--- config.mk ---
export PLATFORM = sky130hd
export DESIGN_NAME = usb_byte_receiver
export DESIGN_NICKNAME = d
export VERILOG_FILES = /design/src/rtl/usb_byte_receiver.sv
export SDC_FILE = /design/constraint.sdc
export NUM_CORES = 1
export LEC_CHECK = 0
export CAP_MARGIN = 25
export CELL_PAD_IN_SITES_DETAIL_PLACEMENT = 1
export CELL_PAD_IN_SITES_GLOBAL_PLACEMENT = 1
export CORE_MARGIN = 2
export CORE_UTILIZATION = 35
export DETAILED_ROUTE_END_ITERATION = 12
export PLACE_DENSITY_LB_ADDON = 0.1
export SYNTH_ARGS = -nofsm -noshare
export SYNTH_HDL_FRONTEND = slang
export SYNTH_SLANG_ARGS = --single-unit
--- constraint.sdc ---
create_clock -name clk -period 3.68 [get_ports clk]
set_input_delay 0.736 -clock clk [delete_from_list [all_inputs] [get_ports clk]]
set_output_delay 0.736 -clock clk [all_outputs]
set_load 0.1 [all_outputs]
--- src/rtl/usb_byte_receiver.sv ---
// USB receive byte path: samples D+/D- at mid-bit, NRZI-decodes, checks sync,
// removes stuffed bits, assembles LSB-first bytes and recognises EOP.
module usb_byte_receiver #(
  parameter int CLKS_PER_BIT = 8,
  parameter int SAMPLE_POINT = 3,
  parameter int STUFF_LIMIT  = 6
) (
  input  logic       clk,
  input  logic       n_rst,
  input  logic       d_plus,
  input  logic       d_minus,
  input  logic       rcv_en,
  output logic [7:0] byte_out,
  output logic       byte_valid,
  output logic [7:0] byte_count,
  output logic       sync_detected,
  output logic       eop_detected,
  output logic       rcv_error,
  output logic       rcv_active
);

  localparam int TW = (CLKS_PER_BIT > 1) ? $clog2(CLKS_PER_BIT) : 1;
  localparam int OW = $clog2(STUFF_LIMIT + 1);
  localparam logic [TW-1:0] TIMER_LAST = TW'(CLKS_PER_BIT - 1);
  localparam logic [TW-1:0] TIMER_SAMPLE = TW'(SAMPLE_POINT);
  localparam logic [OW-1:0] ONES_LIMIT = OW'(STUFF_LIMIT);

  typedef enum logic [2:0] {IDLE, SYNC, DATA, EOP, ERROR} state_t;

  state_t        state;
  logic          dp_meta, dp_sync, dm_meta, dm_sync, dp_last, dm_last;
  logic [TW-1:0] bit_timer;
  logic          prev_level;
  logic [OW-1:0] ones_count;
  logic [2:0]    bit_count;
  logic [7:0]    shift_reg;
  logic          byte_ready, se0_seen, eop_second;

  logic line_j, line_k, line_se0, line_se1;
  logic sample, nrzi_bit, start_edge, dp_edge;
  logic [7:0] shifted;

  assign line_j     = dp_sync & ~dm_sync;
  assign line_k     = ~dp_sync & dm_sync;
  assign line_se0   = ~dp_sync & ~dm_sync;
  assign line_se1   = dp_sync & dm_sync;
  assign sample     = (state != IDLE) && (bit_timer == TIMER_SAMPLE);
  assign nrzi_bit   = (dp_sync == prev_level);
  assign shifted    = {nrzi_bit, shift_reg[7:1]};
  assign start_edge = rcv_en && dp_last && !dm_last && line_k;
  assign dp_edge    = (dp_sync != dp_last);

  always_ff @(posedge clk) begin
    if (!n_rst) begin
      dp_meta       <= 1'b1;
      dp_sync       <= 1'b1;
      dp_last       <= 1'b1;
      dm_meta       <= 1'b0;
      dm_sync       <= 1'b0;
      dm_last       <= 1'b0;
      state         <= IDLE;
      bit_timer     <= '0;
      prev_level    <= 1'b1;
      ones_count    <= '0;
      bit_count     <= '0;
      shift_reg     <= '0;
      byte_ready    <= 1'b0;
      se0_seen      <= 1'b0;
      eop_second    <= 1'b0;
      byte_out      <= '0;
      byte_valid    <= 1'b0;
      byte_count    <= '0;
      sync_detected <= 1'b0;
      eop_detected  <= 1'b0;
      rcv_error     <= 1'b0;
      rcv_active    <= 1'b0;
    end else begin
      dp_meta       <= d_plus;
      dp_sync       <= dp_meta;
      dp_last       <= dp_sync;
      dm_meta       <= d_minus;
      dm_sync       <= dm_meta;
      dm_last       <= dm_sync;
      byte_valid    <= 1'b0;
      sync_detected <= 1'b0;
      eop_detected  <= 1'b0;
      rcv_error     <= 1'b0;
      byte_ready    <= 1'b0;

      if (!rcv_en) begin
        state      <= IDLE;
        rcv_active <= 1'b0;
        bit_timer  <= '0;
        prev_level <= 1'b1;
        ones_count <= '0;
        bit_count  <= '0;
        se0_seen   <= 1'b0;
        eop_second <= 1'b0;
      end else begin
        // Any D+ transition while receiving re-centres the sample point.
        if (rcv_active && dp_edge)
          bit_timer <= '0;
        else if (bit_timer == TIMER_LAST)
          bit_timer <= '0;
        else
          bit_timer <= bit_timer + TW'(1);

        if (sample)
          prev_level <= dp_sync;

        if (byte_ready) begin
          byte_out   <= shift_reg;
          byte_valid <= 1'b1;
          byte_count <= byte_count + 8'd1;
        end

        case (state)
          IDLE: begin
            if (start_edge) begin
              state      <= SYNC;
              rcv_active <= 1'b1;
              bit_timer  <= '0;
              prev_level <= 1'b1;
              bit_count  <= '0;
            end
          end

          SYNC: begin
            if (sample) begin
              shift_reg <= shifted;
              bit_count <= bit_count + 3'd1;
              if (bit_count == 3'd7) begin
                bit_count <= '0;
                if (shifted == 8'h80) begin
                  state         <= DATA;
                  sync_detected <= 1'b1;
                  byte_count    <= '0;
                  ones_count    <= '0;
                end else begin
                  state      <= ERROR;
                  rcv_active <= 1'b0;
                  rcv_error  <= 1'b1;
                  se0_seen   <= 1'b0;
                end
              end
            end
          end

          DATA: begin
            if (sample) begin
              if (line_se1 || (line_se0 && (bit_count != 3'd0 || ones_count == ONES_LIMIT))) begin
                state      <= ERROR;
                rcv_active <= 1'b0;
                rcv_error  <= 1'b1;
                se0_seen   <= line_se0;
              end else if (line_se0) begin
                state      <= EOP;
                eop_second <= 1'b0;
              end else if (ones_count == ONES_LIMIT) begin
                // Six ones in a row: this bit must be a stuffed zero.
                if (nrzi_bit) begin
                  state      <= ERROR;
                  rcv_active <= 1'b0;
                  rcv_error  <= 1'b1;
                  se0_seen   <= 1'b0;
                end else begin
                  ones_count <= '0;
                end
              end else begin
                shift_reg  <= shifted;
                ones_count <= nrzi_bit ? ones_count + OW'(1) : '0;
                if (bit_count == 3'd7) begin
                  bit_count  <= '0;
                  byte_ready <= 1'b1;
                end else begin
                  bit_count <= bit_count + 3'd1;
                end
              end
            end
          end

          EOP: begin
            if (sample) begin
              if (!eop_second && line_se0) begin
                eop_second <= 1'b1;
              end else if (eop_second && line_j) begin
                state        <= IDLE;
                rcv_active   <= 1'b0;
                eop_detected <= 1'b1;
              end else begin
                state      <= ERROR;
                rcv_active <= 1'b0;
                rcv_error  <= 1'b1;
                se0_seen   <= line_se0;
              end
            end
          end

          ERROR: begin
            if (sample) begin
              if (line_se0) begin
                se0_seen <= 1'b1;
              end else if (line_j && se0_seen) begin
                state    <= IDLE;
                se0_seen <= 1'b0;
              end else begin
                se0_seen <= 1'b0;
              end
            end
          end

          default: begin
            state      <= IDLE;
            rcv_active <= 1'b0;
          end
        endcase
      end
    end
  end

endmodule

After elaboration in Yosys (flattened, before gate mapping):

Index checks and enable logic that the tools add are counted.

* flip-flop bits (word level): 51
* input port bits: 5
* output and inout bits: 21
* word-level logic and storage cells: 198

* add/subtract/negate cells: 4
* equal/unequal tests: 34
* multiplexer cells: 94
* bitwise gates (word level): 12
* reduce and logical (&&, ||, !) cells: 32

Operators with widths (count)
* $mux W3: 35
* $mux W8: 10
* $mux W1: 41
* $ne A2 B2 Y1 const B: 17
* $reduce_and A11 Y1: 2
* $pmux W8 S2: 1
* $pmux W3 S5: 1
* $reduce_and A7 Y1: 2
* $eq A3 B3 Y1 const B: 4
* $ne A3 B3 Y1 const B: 4
* $reduce_and A12 Y1: 1
* $add A3 B1 Y3 const B: 3
* $eq A3 B2 Y1 const B: 3
* $logic_and A1 B1 Y1: 9
* $pmux W3 S3: 1
* $reduce_bool A3 Y1: 3
* $add A8 B1 Y8 const B: 1
* $eq A8 B8 Y1 const B: 1
* $ne A4 B4 Y1 const B: 2
* $not A1 Y1: 8
* $reduce_and A8 Y1: 1
* $reduce_or A7 Y1: 1
* $pmux W3 S2: 1
* $reduce_and A6 Y1: 1
* 16 further kinds: 23

Longest topological paths before layout:

* word-level depth: 7
* depth in mapped cells: 8

Worst setup path before layout:

Ideal clock, no wire load.

* path kind: input to register
* start point: in rcv_en
* end point: reg bit_count[0]
* data arrival time: 1954 ps
* required time: 3608 ps
* slack: 1655 ps
* cell stages on the path: 5
* cells stage by stage: and3b_1 a32oi_1 a221o_1 or4_1 a21oi_1

* word-level cells in the longest chain between the ends: 5

Ends and longest elaborated chain
* start: declaration: line 12 `input logic rcv_en,`
* $logic_and A1 B1 Y1 (3 in series): line 50 `assign start_edge = rcv_en && dp_last && !dm_last && line_k;`
* $ne A2 B2 Y1 (no line)
* $reduce_and A7 Y1 (no line)
* end signal: assignment: line 131 `bit_count <= bit_count + 3'd1;`
* end signal: assignment: line 176 `bit_count <= bit_count + 3'd1;`
* end: declaration: line 35 `logic [2:0] bit_count;`

Parallel ways exist; a longest one is shown, timed or not.
A chain may end at the register's enable or synchronous reset.

Final worst setup path:

* start point: reg byte_count[0]
* end point: out byte_count[0]

RTL lines
* start: declaration: line 15 `output logic [7:0] byte_count,`
* start signal: assignment: line 114 `byte_count <= byte_count + 8'd1;`

No word-level cell between the ends.

==> impl_metrics.py <==
metrics = {
    "die": {
        "ios": 26,
        "initial_core_util": 0.357,
        "core_area_um2": 7140,
        "dieArea_um2": 7980,
        "die_y_um": 89.4,
        "die_width_um": 89.4,
        "rows": 31,
    },
    "route": {
        "first_pass_iters": 4,
        "wl_mm": 6.30,
        "drcViolationCount": 0,
        "post_drt_via_cell_ratio": 5.09,
        "antenna_left": 0,
        "drt-initial-drc-count": 86,
        "vias": 2098,
        "wl_per_cell_um": 15.3,
    },
    "critical_path": {
        "crit_family": "buffers and inverters",
        "worst_ep_arrival_time_ns": 1.95,
        "worstSetupPathType": "flop to primary output",
        "path_buf_inv": 1,
        "cp.depth": 1,
        "reg2reg_slack_ns": 1.36,
        "rr_worst_depth": 5,
        "critPathLaunchType": "flop",
        "max_stage_delay_ns": 1.18,
        "startpoint": "byte_count[0]$_SDFFE_PN0P_",
        "crit_required_ns": 2.94,
        "endpoint_kind": "primary output",
        "cp_max_fo": 6,
        "crit_chain": "clkdlybuf4s50_1",
        "r2r-end": "byte_count[4]$_SDFFE_PN0P_",
        "critPathCapture": "byte_count[0]",
        "cpMaxStageDelayCell": "clkdlybuf4s50_1",
        "reg2reg_from": "dp_sync$_SDFF_PN1_",
    },
    "status": {
        "status": "finished clean",
    },
    "cts": {
        "root_buffer": "clkbuf_8",
        "htree_levels": 2,
        "numClockSinks": 51,
        "cts_setup_buffers": 0,
        "clockBufferDepth": 2,
        "clk_pin_slew_ns": 0.10,
        "ctsHoldBuffers": 0,
        "cts_tree": "built",
        "cts-resized-gates": 0,
        "clkLatencyLatePin_ns": 0.31,
        "cts_buffers": 5,
    },
    "timing": {
        "max_freq_ghz": 0.372,
        "maxSlewHeadroom": 0.349,
        "setup_viol": 0,
        "fin_crit_ns": 2.69,
        "worst_slew_pin_slew_ns": 0.974,
        "finClkSkew_ns": 0.00886,
        "drv_slew": 0,
        "rsz0062_at_grt": "no",
        "timing.final.crit_share": 0.731,
        "hold_violations": 0,
        "hold_slack_ns": 0.427,
        "tns_ns": 0,
    },
    "global_routing": {
        "grt_use_met2": 0.265,
        "antenna_found_initial": 0,
        "groute.usage.overall": 0.169,
        "grt_pass1_wl_mm": 10.5,
        "grt_start_max_net_pins": 20,
        "grt_overflow_total": 0,
        "use_met3": 0.0295,
        "grt_pass1_vias": 2041,
        "grt.busiest_layer": "met2",
        "use_met1": 0.242,
    },
    "synth": {
        "yosys_warnings": 0,
        "synth_enable_flop_cells": 0,
        "ys_seq_area_frac": 0.400,
        "synth.cell_area_um2": 2550,
        "postSynthAreaPerCell_um2": 8.76,
        "synth_nets": 305,
        "async_reset_ff_frac": 0,
        "synth-main-ff-cell": "dfxtp_1",
        "yosysUniqueCellTypes": 58,
        "ys_ff_latch": 51,
        "synthCells": 291,
    },
    "job": {
        "max_cap_violations": 0,
    },
    "power_and_ir_drop": {
        "p_int_uw": 772,
        "p_clk_frac": 0.405,
        "p_sw_frac": 0.226,
        "p_switching_uw": 225,
        "powerDensity_nw_per_um2": 335,
        "combPwrFrac": 0.033,
        "ir_drop_mv": 0.131,
        "p_leak_nw": 1.01,
        "power_frac_seq": 0.562,
    },
    "placement": {
        "port_buffers": 25,
        "place_inst": 404,
        "gp_congestion": 0.791,
        "place_hpwl_mm": 4.59,
    },
    "cells_and_area": {
        "drive_gt1_frac": 0.0607,
        "mostFrequentLayoutCells": "dfxtp_1 (51), nand2_1 (38), clkdlybuf4s50_1 (25)",
        "final_common_cell": "dfxtp_1",
        "utilization": 0.417,
        "n_antenna_cell": 0,
        "final_cells": 412,
        "nets": 326,
        "area_growth_pct": 16.6,
    },
    "min_path": {
        "min_path_type": "flop to flop",
    },
}
-- cells by family after synthesis --
kind of cell,after synthesis,synth area share
muxes,10,0.0397
buffers and inverters,24,0.0466
DFF,51,0.400
xor gates and xnor gates,12,0.0412
and+or+nand+nor,124,0.259
AOI/OAI and AO/OA,61,0.169
adders and majority gates,9,0.0442
-- metal layers --
layer	up-vias	wire length (µm)
met3	5	119
met4	0	28
met5	-	0
li1	1058	-
met2	20	2960
met1	1015	3190
-- worst min path at each step --
stage / slack [ns] / cells after the start / to / from
final: 0.43 / 1 / dp_sync$_SDFF_PN1_ / dp_meta$_SDFF_PN1_
after global routing: 0.46 / 1 / dp_sync$_SDFF_PN1_ / dp_meta$_SDFF_PN1_
after CTS: 0.44 / 1 / dp_sync$_SDFF_PN1_ / dp_meta$_SDFF_PN1_
after detailed placement: 0.40 / 1 / dp_sync$_SDFF_PN1_ / dp_meta$_SDFF_PN1_
after global placement: 0.40 / 1 / dp_sync$_SDFF_PN1_ / dp_meta$_SDFF_PN1_
after floorplan: 0.39 / 1 / dp_sync$_SDFF_PN1_ / dp_meta$_SDFF_PN1_
-- final cells by class --
cell class	count	area, µm²
Clock buffer	5	68.8
Timing Repair Buffer	27	265
Multi-Input combinational cell	216	1410
Fill cell	871	4160
Clock inverter	3	43.8
Sequential cell	51	1020
Inverter	11	41.3
Tap cell	99	124
-- metrics by stage --
stage	power, mW	cell area, µm²	setup slack [ns]
detailed placement	0.606	2860	0.916
global placement	0.606	2860	0.987
CTS	1.01	2970	0.988
floorplan	0.594	2550	1.65
global route	1.03	2970	0.936
finish	0.997	2970	0.991
-- power groups by stage --
stage                     registers (mW)  clock network [mW]  logic [mW]
after CTS                          0.561               0.418      0.0334
after global routing               0.561               0.436      0.0366
final                              0.560               0.404      0.0331
after global placement             0.574                   0      0.0328
after detailed placement           0.573                   0      0.0330
after floorplan                    0.570                   0      0.0243
-- cells in the mapped netlist, types with 2 or more instances --
library cell   n  share of area
nor2_1        20          0.029
nand2b_1       5          0.012
a31oi_1        3         0.0074
and4_1         2         0.0069
dfxtp_1       51           0.40
xor2_1         9          0.031
o31ai_1        3         0.0088
inv_1         10          0.015
mux2i_1        9          0.035
o21bai_1       2         0.0059
clkbuf_1       8          0.012
o21ai_1        2         0.0039
ha_1           9          0.044
and2_1         6          0.015
a21boi_0      10          0.029
xnor2_1        3          0.010
nor3_1         5         0.0098
o21ai_0       10          0.020
and3_1         4         0.0098
a21oi_1       15          0.029
or3b_1         4          0.014
nand4_1        5          0.012
nand2_1       38          0.056
and3b_1        2         0.0069
nor4_1         4         0.0098
nand3_1        7          0.014
buf_4          2         0.0059
a211o_1        2         0.0069
nor2b_1       12          0.029
No activity file was read; power rests on OpenSTA's default activity.
